[config.mk]
export PLATFORM = sky130hd
export DESIGN_NAME = serial_operand_feeder
export DESIGN_NICKNAME = d
export VERILOG_FILES = /design/src/rtl/serial_operand_feeder.sv
export SDC_FILE = /design/constraint.sdc
export NUM_CORES = 1
export LEC_CHECK = 0
export CORE_MARGIN = 5
export CORE_UTILIZATION = 45
export DETAILED_ROUTE_END_ITERATION = 10
export PLACE_DENSITY = 0.67
export SETUP_SLACK_MARGIN = 0.2
export SYNTH_ARGS = -nofsm -noshare
export SYNTH_HDL_FRONTEND = slang
export SYNTH_SLANG_ARGS = --single-unit
[constraint.sdc]
create_clock -name clk -period 1.9 [get_ports clk]
set_input_delay 0.285 -clock clk [delete_from_list [all_inputs] [get_ports clk]]
set_output_delay 0.285 -clock clk [all_outputs]
set_load 0.1 [all_outputs]
[src/rtl/serial_operand_feeder.sv]
// Parallel-to-serial operand feeder for the bit-serial adder: streams (a, b) LSB-first
// with first/last framing, plus a one-entry pending buffer so back-to-back words have no bubble.
module serial_operand_feeder #(
  parameter int WIDTH = 4
) (
  input  logic             clk,
  input  logic             rst,
  input  logic             in_valid,
  output logic             in_ready,
  input  logic [WIDTH-1:0] a,
  input  logic [WIDTH-1:0] b,
  output logic             bit_valid,
  input  logic             bit_ready,
  output logic             a_bit,
  output logic             b_bit,
  output logic             first_bit,
  output logic             last_bit,
  output logic             busy
);

  localparam int CW = $clog2(WIDTH);
  localparam logic [CW-1:0] CNT_LAST = CW'(WIDTH - 1);

  localparam logic [0:0] IDLE  = 1'b0;
  localparam logic [0:0] SHIFT = 1'b1;

  logic [0:0]       state;
  logic [WIDTH-1:0] sh_a;
  logic [WIDTH-1:0] sh_b;
  logic [WIDTH-1:0] pend_a;
  logic [WIDTH-1:0] pend_b;
  logic [CW-1:0]    cnt;
  logic             pend_full;

  logic accept;
  logic beat;
  logic word_done;

  // in_ready is gated by rst so nothing is accepted while reset is held.
  assign in_ready  = !pend_full && !rst;
  assign accept    = in_valid && in_ready;
  assign bit_valid = (state == SHIFT);
  assign beat      = bit_valid && bit_ready;
  assign word_done = beat && (cnt == CNT_LAST);

  assign a_bit     = bit_valid && sh_a[0];
  assign b_bit     = bit_valid && sh_b[0];
  assign first_bit = bit_valid && (cnt == '0);
  assign last_bit  = bit_valid && (cnt == CNT_LAST);
  assign busy      = (state == SHIFT) || pend_full;

  always_ff @(posedge clk or posedge rst) begin
    if (rst) begin
      state     <= IDLE;
      sh_a      <= '0;
      sh_b      <= '0;
      pend_a    <= '0;
      pend_b    <= '0;
      cnt       <= '0;
      pend_full <= 1'b0;
    end else begin
      case (state)
        IDLE: begin
          // A full pending slot cannot coexist with IDLE, but drain it first if it ever does.
          if (pend_full) begin
            sh_a      <= pend_a;
            sh_b      <= pend_b;
            cnt       <= '0;
            pend_full <= 1'b0;
            state     <= SHIFT;
          end else if (accept) begin
            sh_a  <= a;
            sh_b  <= b;
            cnt   <= '0;
            state <= SHIFT;
          end
        end
        SHIFT: begin
          if (word_done) begin
            cnt <= '0;
            if (pend_full) begin
              sh_a      <= pend_a;
              sh_b      <= pend_b;
              pend_full <= 1'b0;
            end else if (accept) begin
              sh_a <= a;
              sh_b <= b;
            end else begin
              state <= IDLE;
            end
          end else begin
            if (beat) begin
              sh_a <= {1'b0, sh_a[WIDTH-1:1]};
              sh_b <= {1'b0, sh_b[WIDTH-1:1]};
              cnt  <= cnt + CW'(1);
            end
            // Mid-word accepts park in the pending slot until the current word finishes.
            if (accept) begin
              pend_a    <= a;
              pend_b    <= b;
              pend_full <= 1'b1;
            end
          end
        end
        default: state <= IDLE;
      endcase
    end
  end

endmodule

* Word-level counts from Yosys, hierarchy flattened
Cells that the tools add are included. Widths: inputs -> output; s select.
Operators by class: $add $sub $neg 1, equal/unequal tests 4, multiplexer cells 22, bitwise logic cells 2, reductions and logical operators 14
Operator list (count):
- $mux 4 | 8
- $pmux 4 s2 | 2
- $logic_and 1x1->1 | 8
- $mux 2 | 4
- $ne 3x1->1 const B | 2
- $mux 1 | 5
- $pmux 1 s2 | 2
- $pmux 2 s2 | 1
- $ne 3x3->1 const B | 1
- $reduce_and 3->1 | 1
- $add 2x1->2 const B | 1
- $eq 2x2->1 const B | 1
- $logic_not 1->1 | 2
- $logic_not 2->1 | 1
- $not 1->1 | 2
- $reduce_and 2->1 | 1
- $logic_or 1x1->1 | 1
Word-level totals: flip-flop bits (word level) 20, input bits 12, output and inout bits 7, word-level logic and storage cells 50

* Depth between registers and ports, before layout
depth after elaboration 7, depth in mapped cells 5, mapped depth without buffers 4

* Worst setup path after synthesis
No wires, ideal clock.
path kind register -> output, start point register state, in the netlist bit_valid, end point output port b_bit, data arrival time 2.054 ns, data required time 1.615 ns, path slack -0.439 ns, stages on the path, launching flop included 3, buffers on the path 1, path through dfrtp_1 clkbuf_1 and2_1
Between the ends: longest elaborated chain between the ends 1
RTL lines:
- from (decl) | RTL line 27 | logic [0:0] state;
- from (signal assigned) | RTL line 54 | state <= IDLE;
- from (signal assigned) | RTL line 70 | state <= SHIFT;
- from (signal assigned) | RTL line 75 | state <= SHIFT;
- $logic_and 1x1->1 | RTL line 47 | assign b_bit = bit_valid && sh_b[0];
- to (decl) | RTL line 15 | output logic b_bit,
Every way passes these cells.

* Worst setup path in the final report
start point register cnt[0], end point output port first_bit
Between the ends: longest elaborated chain between the ends 2
RTL lines:
- from (decl) | RTL line 32 | logic [CW-1:0] cnt;
- from (signal assigned) | RTL line 95 | cnt <= cnt + CW'(1);
- $logic_not 2->1 | RTL line 48 | assign first_bit = bit_valid && (cnt == '0);
- $logic_and 1x1->1 | RTL line 48
- to (decl) | RTL line 16 | output logic first_bit,
Every way passes these cells.

==> impl_metrics.yaml <==
status:
  run_status: "completed"
routing:
  post_drt_via_cell_ratio: 5.42
  route.vias.total: 753
  routedWlPerCell_um: 14.7
  dr.pass1.iters: 4
  dr.first_iter.drc_count: 19
  drt_wl_total_um: 2040
  ant_nets: 0
  drc_errors: 0
die:
  core_area_sq_um: 2190
  die_w_um: 57.6
  die_h_um: 57.6
  rows: 17
  dieArea_sq_um: 3320
  initial_core_util_pct: 46.6
  io_pins: 19
synth:
  synth_top_cell_by_area: "dfrtp_1"
  synthArstFlopShare_pct: 100
  synth_top_family_by_area: "compound AO/OA/AOI/OAI gates"
  synth_edf_count: 0
  synth.distinct_cells: 27
  ys_seq_area_share_pct: 49.0
  synth_compound_area_share_pct: 21.6
  synth_fp_nets: 105
  synth_ff_type: "dfrtp_1"
  synth_xor_area_share_pct: 0
  synthAdderAreaFrac_pct: 2.45
  synth_top_area_share_pct: 49.0
  synth.cell_area_sq_um: 1020
  synth_cells: 91
  synth_seq_cells: 20
  synthSimpleGateAreaFrac_pct: 13.2
  syn_area_per_cell_sq_um: 11.2
  synth.mux.area_fraction_pct: 8.82
  ys_warn_count: 0
  synth_area_leaders: "dfrtp_1, mux2_2, a2bb2oi_1"
clocking:
  clk_pin_slew_worst_paths_ns: 0.11
  htree_levels: 1
  cts.sinks: 20
  root_buffer: "clkbuf_4"
  tritoncts: "yes"
  ctsHoldBuffers: 0
  insertion_delay_ns: 0.31
  post_cts_buffers: 0
  clockBufferDepth: 2
  numCtsBuffers: 3
sta:
  min_period_ns: 1.66
  max-slew-margin-rel_pct: 77.2
  clock_skew_ns: 0.0144
  fmaxAchievable_mhz: 602
  tns_ns: 0
  holdWs_ns: 0.422
  timing.final.crit_share_pct: 87.4
  rsz0062_at_grt: "true"
  timing_worst_slew_pin_value_ns: 0.342
  slew_viol_final: 0
  final-setup-viol-count: 0
  hold_viol_final: 0
pwr:
  peakVddDrop_mv: 1.12
  power_density_nw_per_um2: 1630
  p_leak_nw: 0.569
global_route:
  grt_antenna_before_repair: 0
  overflow: 0
  grt_pass1_wl_um: 3550
  grt_pass1_vias: 793
  grt.total_usage_pct: 13.6
  grt_max_degree: 21
cells_and_area:
  final_cell_mix: "dfrtp_1, clkdlybuf4s50_1, mux2_2"
  final_area_sq_um: 1350
  fin_nets: 126
  area_growth_syn_to_layout_pct: 31.7
  fin_util_pct: 61.4
  drive_gt1_share_pct: 27.9
  layout_commonest_cell: "dfrtp_1"
  nFillCells: 178
  n_antenna_cell: 0
flow_run:
  drv_cap: 0
critical_path:
  path_class: "reg2out"
  crit_family: "flip-flops"
  cp-start-kind: "flop"
  arrival_ns: 1.38
  endpoint_kind: "primary output"
  critPathBufInv: 2
  critical_path.cell_chain: "inv_1 > ha_1 > and2_2 > buf_12"
  cp.depth: 4
  required_ns: 1.62
  r2r_cells: 3
  cp_slowest_cell: "dfrtp_1"
  crit_path_max_fanout: 4
  critPathMaxStageDelay_ns: 0.45
hold_path:
  holdCritPathClass: "in2async"
placement:
  io_buffers: 18
  placed_area_sq_um: 1310
  dp_hpwl_um: 1490
  gp_congestion: 0.792
[synth_stat cells, types with 2 or more instances]
cell type  instances
o21ai_0            6
inv_1              7
a2bb2oi_1          6
a22oi_1            2
mux2_2             8
nor2_1             4
ha_1               2
and2_1             4
o221ai_1           6
dfrtp_1           20
o22ai_1            2
a32o_1             2
nor2b_1            7
clkbuf_1           2
[worst reg2reg max path, stage by stage, from the launching register on]
cell and delay [ns]:
dfrtp_1 0.52, or3b_1 0.52, o221ai_1 0.26, a2bb2oi_1 0.11
[flip-flops by register name (all words and copies together), names as in the netlist]
signal / count
cnt: 2
pend_full: 1
bit_valid: 1
pend_b: 4
pend_a: 4
sh_a: 4
sh_b: 4
[cell families after synthesis]
logic type | after synthesis
buffers and inverters | 11
AO/OA/AOI/OAI | 28
AND/OR/NAND/NOR | 22
multiplexers | 8
adder cells (fa/ha/maj) | 2
flip-flops | 20
[per-stage QoR]
step / worst slack [ns] / total power, mW / instances
final: 0.238 / 2.19 / 139
after global routing: 0.181 / 2.31 / 139
after CTS: 0.229 / 2.19 / 139
after detailed placement: 0.143 / 1.98 / 135
after global placement: 0.193 / 1.94 / 135
after floorplan: 0.142 / 1.59 / 91
[report_power, final]
part / switching [mW] / internal (mW) / leakage, nW
registers: 0.150 / 0.614 / 0.238
clock network: 0.127 / 0.0821 / 0.0150
logic: 0.681 / 0.539 / 0.316
total: 0.958 / 1.24 / 0.569
[worst paths after layout]
path	from	to	slack (ns)
max reg2reg	pend_full$_DFFE_PP0P_	sh_b[1]$_DFFE_PP0P_	0.38
min in group clk	sh_b[3]$_DFFE_PP0P_	sh_b[3]$_DFFE_PP0P_	0.53
min	rst	pend_b[3]$_DFFE_PP0P_	0.42
min reg2reg	sh_b[3]$_DFFE_PP0P_	sh_b[3]$_DFFE_PP0P_	0.53
max in group asynchronous	rst	sh_a[0]$_DFFE_PP0P_	1.26
max	cnt[0]$_DFFE_PP0P_	first_bit	0.24
[cell type report]
class                           count  area [sq um]  area share (%)
Multi-Input combinational cell     60           490            36.5
Tap cell                           28          35.0            2.60
Clock buffer                        4          26.3            1.95
Sequential cell                    20           502            37.3
Timing Repair Buffer               20           265            19.7
Inverter                            7          26.3            1.95
[timing repair]
item / 4_1_cts / 5_1_grt
setup endpoints to repair: 1 / 1
gates resized for setup: 1 / 1
gates cloned: 0 / 0
pin swaps: 0 / 0
[metal layers]
| metal | vias up | track usage [%] | wire [um] |
|---|---|---|---|
| li1 | 376 | - | - |
| met1 | 358 | 17.9 | 961 |
| met2 | 14 | 21.6 | 966 |
| met3 | 5 | 2.67 | 66 |
| met4 | 0 | 5.96 | 44 |
| met5 | - | 0 | 0 |
No activity file was read; power rests on OpenSTA's default activity.
